$ cat config.mk
export PLATFORM = sky130hd
export DESIGN_NAME = serial_receiver_flat
export DESIGN_NICKNAME = d
export VERILOG_FILES = /design/src/rtl/serial_pkg.sv /design/src/rtl/serial_receiver_if.sv /design/src/rtl/rx_shift_reg.sv /design/src/rtl/serial_receiver.sv /design/src/flat_wrapper.sv
export SDC_FILE = /design/constraint.sdc
export NUM_CORES = 1
export LEC_CHECK = 0
export CORE_MARGIN = 5
export CORE_UTILIZATION = 45
export CTS_CLUSTER_DIAMETER = 30
export DETAILED_ROUTE_END_ITERATION = 10
export PLACE_DENSITY = 0.72
export RECOVER_POWER = 100
export SETUP_SLACK_MARGIN = 0.4
export SLEW_MARGIN = 20
export SYNTH_ARGS = -nofsm -noshare
export SYNTH_HDL_FRONTEND = slang
export SYNTH_SLANG_ARGS = --single-unit
export TNS_END_PERCENT = 10
$ cat constraint.sdc
create_clock -name Clk -period 1.6 [get_ports Clk]
set_clock_uncertainty 0.05 [all_clocks]
set_input_delay 0.48 -clock Clk [delete_from_list [all_inputs] [get_ports Clk]]
set_output_delay 0.48 -clock Clk [all_outputs]
set_load 0.01 [all_outputs]
$ cat src/rtl/serial_pkg.sv
// serial_pkg: shared constants and state type for the serial receiver.
package serial_pkg;
    localparam int DATA_W_DEF = 8;
    localparam logic START_BIT = 1'b0;
    localparam logic STOP_BIT = 1'b1;
    typedef enum logic [1:0] {IDLE, DATA, STOP} rx_state_t;
endpackage

$ cat src/rtl/serial_receiver_if.sv
// serial_receiver_if: serial line in, framed parallel word and status out.
interface serial_receiver_if
    import serial_pkg::*;
#(
    parameter int DATA_W = DATA_W_DEF
);
    logic              ser_in;
    logic              shift_en;
    logic [0:DATA_W-1] Par_out;
    logic              data_valid;
    logic              frame_err;
    logic              busy;
    modport master(output ser_in, shift_en, input Par_out, data_valid, frame_err, busy);
    modport slave(input ser_in, shift_en, output Par_out, data_valid, frame_err, busy);
endinterface

$ cat src/rtl/rx_shift_reg.sv
// rx_shift_reg: indexed bit-capture register; index 0 is the first bit received.
module rx_shift_reg
    import serial_pkg::*;
#(
    parameter int DATA_W = DATA_W_DEF,
    localparam int CNT_W = $clog2(DATA_W)
) (
    input  logic              clk,
    input  logic              rst,
    input  logic              we_i,
    input  logic [CNT_W-1:0]  idx_i,
    input  logic              bit_i,
    output logic [0:DATA_W-1] q_o
);
    always_ff @(posedge clk) begin
        if (rst) q_o <= '0;
        else if (we_i) q_o[idx_i] <= bit_i;
    end
endmodule

$ cat src/rtl/serial_receiver.sv
// serial_receiver: start/data/stop frame receiver sampling ser_in on shift_en strobes.
module serial_receiver
    import serial_pkg::*;
#(
    parameter int DATA_W = DATA_W_DEF
) (
    input logic              Clk,
    input logic              reset,
    serial_receiver_if.slave bus
);
    localparam int CNT_W = $clog2(DATA_W);
    localparam logic [CNT_W-1:0] LAST = CNT_W'(DATA_W - 1);
    rx_state_t         state_q;
    logic [CNT_W-1:0]  cnt_q;
    logic [0:DATA_W-1] shreg;
    logic [0:DATA_W-1] par_q;
    logic              valid_q, err_q, busy_q;
    rx_shift_reg #(.DATA_W(DATA_W)) u_shreg (
        .clk  (Clk),
        .rst  (reset),
        .we_i (bus.shift_en && state_q == DATA),
        .idx_i(cnt_q),
        .bit_i(bus.ser_in),
        .q_o  (shreg)
    );
    // busy tracks the state being entered, so it rises with the start sample and falls with the stop sample
    always_ff @(posedge Clk) begin
        if (reset) begin
            state_q <= IDLE;
            cnt_q   <= '0;
            par_q   <= '0;
            valid_q <= 1'b0;
            err_q   <= 1'b0;
            busy_q  <= 1'b0;
        end else begin
            valid_q <= 1'b0;
            err_q   <= 1'b0;
            if (bus.shift_en) begin
                case (state_q)
                    IDLE: if (bus.ser_in == START_BIT) begin
                        state_q <= DATA;
                        cnt_q   <= '0;
                        busy_q  <= 1'b1;
                    end
                    DATA: begin
                        cnt_q <= cnt_q + CNT_W'(1);
                        if (cnt_q == LAST) state_q <= STOP;
                    end
                    default: begin
                        if (bus.ser_in == STOP_BIT) begin
                            par_q   <= shreg;
                            valid_q <= 1'b1;
                        end else err_q <= 1'b1;
                        state_q <= IDLE;
                        busy_q  <= 1'b0;
                    end
                endcase
            end
        end
    end
    assign bus.Par_out    = par_q;
    assign bus.data_valid = valid_q;
    assign bus.frame_err  = err_q;
    assign bus.busy       = busy_q;
endmodule

$ cat src/flat_wrapper.sv
// flat-port wrapper written by rule: the top's interface ports become plain ports
module serial_receiver_flat import serial_pkg::*;
#(
    parameter int DATA_W = DATA_W_DEF
)
  (Clk, reset, bus_ser_in, bus_shift_en, bus_Par_out, bus_data_valid, bus_frame_err, bus_busy);
  serial_receiver_if #(.DATA_W(DATA_W)) bus_i ();
  input logic Clk;
  input logic reset;
  input wire logic [$bits(bus_i.ser_in)-1:0] bus_ser_in;
  input wire logic [$bits(bus_i.shift_en)-1:0] bus_shift_en;
  output wire logic [$bits(bus_i.Par_out)-1:0] bus_Par_out;
  output wire logic [$bits(bus_i.data_valid)-1:0] bus_data_valid;
  output wire logic [$bits(bus_i.frame_err)-1:0] bus_frame_err;
  output wire logic [$bits(bus_i.busy)-1:0] bus_busy;
  assign bus_i.ser_in = bus_ser_in;
  assign bus_i.shift_en = bus_shift_en;
  assign bus_Par_out = bus_i.Par_out;
  assign bus_data_valid = bus_i.data_valid;
  assign bus_frame_err = bus_i.frame_err;
  assign bus_busy = bus_i.busy;
  serial_receiver #(.DATA_W(DATA_W)) u_core (.Clk(Clk), .reset(reset), .bus(bus_i));
endmodule
* Word level (Yosys, flattened, before mapping)
Cells that the tools add are included.
W data, S select, Z words.
** Operators by class
- $add $sub $neg :: 1
- Magnitude comparators :: 2
- Eq/ne operators :: 4
- Multiplexer cells :: 12
- Bitwise gates (word level) :: 4
- Reduce and logical (&&, ||, !) cells :: 10
** Operators by type and width (count)
- $reduce_and A3 Y1 :: 4
- $bwmux W8 :: 1
- $pmux W3 S2 :: 1
- $ge A4 B4 Y1 const B :: 1
- $lt A4 B1 Y1 const B :: 1
- $mux W1 :: 4
- $mux W2 :: 2
- $ne A2 B2 Y1 const B :: 2
- $not A3 Y4 :: 1
- $pmux W2 S2 :: 1
- $reduce_or A4 Y1 :: 1
- $add A3 B1 Y3 const B :: 1
- $demux W1 S3 :: 1
- $eq A3 B3 Y1 const B :: 1
- $mux W3 :: 1
- $not A1 Y1 :: 3
- $eq A2 B1 Y1 const B :: 1
- $logic_and A1 B1 Y1 :: 2
- $logic_not A2 Y1 :: 1
- $pmux W1 S2 :: 1
- $reduce_bool A2 Y1 :: 1
- $reduce_or A2 Y1 :: 1
** Word-level totals
- Register bits :: 24
- Output and inout bits :: 11

* Logic depth before layout (Yosys ltp)
- Depth after elaboration :: 6
- Mapped depth :: 5
- Mapped depth without buffers :: 5

* By module
A second synthesis with hierarchy kept.
** Unflattened totals
- Cells, all modules :: 108
- Area total of the unflattened synthesis :: 1041.0 µm²
** By module, submodules not included
- serial_receiver :: instances 1, cells each 74, area each 654.4 µm², sequential area each 320.3 µm²
- rx_shift_reg :: instances 1, cells each 34, area each 386.6 µm², sequential area each 160.2 µm²

* Worst setup path after synthesis
Ideal clock, no wire load.
- Path kind :: input -> register
- Start point :: input port bus_shift_en
- End point :: register u_core.cnt_q[1]
- Arrival time :: 1010 ps
- Data required time :: 1428 ps
- Setup slack :: 418 ps
- Stages on the path :: 3
- Path through :: buf_4 -> nand2b_1 -> o311a_1
** Between the ends
- Cells in the longest elaborated chain, start to end :: 1
** Ends and longest elaborated chain
- start: declaration :: line flat_wrapper.sv:11 : input wire logic [$bits(bus_i.shift_en)-1:0] bus_shift_en;
- $reduce_and A3 Y1 (no source line)
- end signal: assignment :: line serial_receiver.sv:46 : cnt_q <= cnt_q + CNT_W'(1);
- end: declaration :: line serial_receiver.sv:14 : logic [CNT_W-1:0] cnt_q;
No other way between the ends.
A chain may end at the register's enable or synchronous reset.

==> results.yml <==
sta:
  post-route-min-period_ns: 1.37
  setup_viol: 0
  max_slew_margin_pct: 77.9
  tightest_slew_ns: 0.331
  fin_crit_sh_pct: 85.9
  clock.fmax_mhz: 728
  finalHoldViolations: 0
  rsz0062_at_grt: "yes"
  drv_slew: 0
  setup_ws_ns: 0.226
floorplanning:
  rows: 17
  core_area_um2: 2190
  die_h_um: 57.7
  start_util_pct: 46.7
  die_x_um: 57.7
  dieArea_um2: 3330
  ios: 15
layout:
  postLayoutCellArea_um2: 1270
  fin_nets: 140
  area_delta_synth_final_pct: 23.8
  utilization_pct: 57.9
  layout_common_cells: "24 x dfxtp_1, 20 x nand2_1, 12 x a21oi_1"
  antenna_cells: 0
  final_common_cell: "dfxtp_1"
  layout-drive-gt1-share_pct: 16.5
synth:
  synth_top_cell_area_share_pct: 46.9
  yosys-top-cells-area: "dfxtp_1 47%, mux2i_1 7.8%, nand2_1 7.3%"
  synth_fp_nets: 120
  ys_types: 25
  yosysTopAreaCell: "dfxtp_1"
  yosys_warnings: 0
  netlist_instances: 114
  post_synth.cell_area_avg_um2: 8.98
  ys_seq_elements: 24
  synthesis.area_um2: 1020
  seq_area_frac_synth_pct: 46.9
global_routing:
  grt_pass1_wl_um: 3240
  antenna_found_initial: 0
  track_usage_pct: 12.1
  grt_max_degree: 18
  grt.overflow.total: 0
  grt_pass1_vias: 747
worst_setup_path:
  slowest_delay_ns: 0.50
  startpoint_type: "input port"
  worst_path_dominant_cell_family: "buffers and inverters"
  endpoint_kind: "flip-flop"
  cp.arrival_ns: 1.52
  crit_chain: "clkdlybuf4s50_1 > clkbuf_2 > nand2b_1 > mux2i_1"
  cp_slowest_cell: "clkdlybuf4s50_1"
  worst_ep_required_time_ns: 1.75
  worstSetupPathType: "input port to flip-flop"
  crit_path_max_fanout: 17
  path_buf_inv: 2
clock_tree:
  clock_sinks: 24
  numCtsBuffers: 3
  htreeDepth: 1
  clkLatencyLatePin_ns: 0.31
  cts_tree: "yes"
  cts-root-to-sink-buffers: 2
  clock_tree.root_cell: "clkbuf_4"
  clk_pin_slew_ns: 0.13
placed_design:
  place_ws_ns: -0.243
  dp.final_hpwl_um: 1390
  place_area_um2: 1200
  io_buffers: 14
  place_congestion: 0.853
power:
  ir_drop_mv: 0.607
  p_leak_nw: 0.530
  power.density_nw_per_um2: 891
outcome:
  status: "completed"
drt:
  drt_iter0_drc: 13
  drc: 0
  routed_via_density: 5.10
  vias: 821
  drt_wl_total_um: 1880
  ant_nets: 0
  dr.pass1.iters: 4
  wire_per_inst_um: 11.7
worst_hold_path:
  min_path_type: "flip-flop to flip-flop"
run:
  cap_violations: 0
## metrics by stage
stage	setup TNS [ns]	hold slack, ns	total power, W	instances
after detailed placement	-3.85	0.398	0.000714	155
after floorplan	0	0.382	0.000683	114
after CTS	0	0.410	0.00114	159
after global placement	-3.06	0.393	0.000712	155
after global routing	0	0.442	0.00118	161
final	0	0.414	0.00113	161
## synthesized netlist by cell type
master,instances
o21bai_1,1
buf_4,1
nor3b_2,1
a31oi_1,1
buf_2,4
nand2_1,20
mux2i_1,8
and2_4,1
inv_1,1
and3_1,2
nor2b_1,5
a211oi_2,1
nor4b_1,1
o21ai_1,3
nor2_1,5
nand4_1,2
and4b_1,2
nand3_1,3
a21oi_1,12
nand3b_1,1
o311a_1,1
nand2b_1,11
clkbuf_1,1
ha_1,2
dfxtp_1,24
## power by group
group,internal (W),switching [W],total (W),leakage (nW)
Sequential,0.000607,0.0000140,0.000621,0.194
Clock,0.000253,0.000176,0.000429,0.0279
Combinational,0.0000387,0.0000403,0.0000790,0.308
## routing by layer
metal,routed length (um),track usage [%],vias up
met2,854,19.2,13
met1,920,16.3,379
li1,-,-,425
met3,74,2.23,4
met4,31,4.97,0
met5,0,0,-
## sequential cells by signal, summed over array words and instances (netlist names)
signal	cells
u_core.bus.Par_out	8
u_core.u_shreg.q_o	8
u_core.cnt_q	3
u_core.state_q	2
u_core.bus.busy	1
u_core.bus.data_valid	1
u_core.bus.frame_err	1
## area by class of cell
type	instances	area, um^2
clock buffer	3	22.5
clock inverter	1	30.0
fill	209	923
inverter	1	3.75
multi-input combinational	83	509
sequential	24	480
tap	28	35.0
timing repair buffer	21	186
## final timing paths
check             cells after the start               endpoint                  start  slack, ns
setup / recovery                      4  u_core.u_shreg.q_o[2]                  reset       0.23
hold / removal                        2  u_core.bus.Par_out[6]  u_core.u_shreg.q_o[6]       0.41
setup reg to reg                      5      u_core.state_q[0]        u_core.cnt_q[1]       0.32
hold reg to reg                       2  u_core.bus.Par_out[6]  u_core.u_shreg.q_o[6]       0.41
## logic make-up (layout without fill, tap and decap cells)
logic type	after synthesis	count (layout)	share of synthesized area, %
flip-flops	24	24	46.9
adder cells (fa/ha/maj)	2	2	2.44
AND/OR/NAND/NOR	54	54	28.5
buffers and inverters	7	26	3.42
multiplexers	8	8	7.82
AO/OA/AOI/OAI	19	19	10.9
## worst min-delay path: cells and delay by family (launching register included)
family             cells  cell delay (ns)
DFF                    1             0.33
and+or+nand+nor        1             0.05
AOI/OAI and AO/OA      1             0.05
## timing repair
item                                    4_1_cts  5_1_grt
resized for setup                            65        1
setup buffers                                 0        2
hold buffers                                  0        0
pin swaps                                     1        0
endpoints found under the setup margin       35       33
Note: power is estimated with default switching activity, not from simulation.
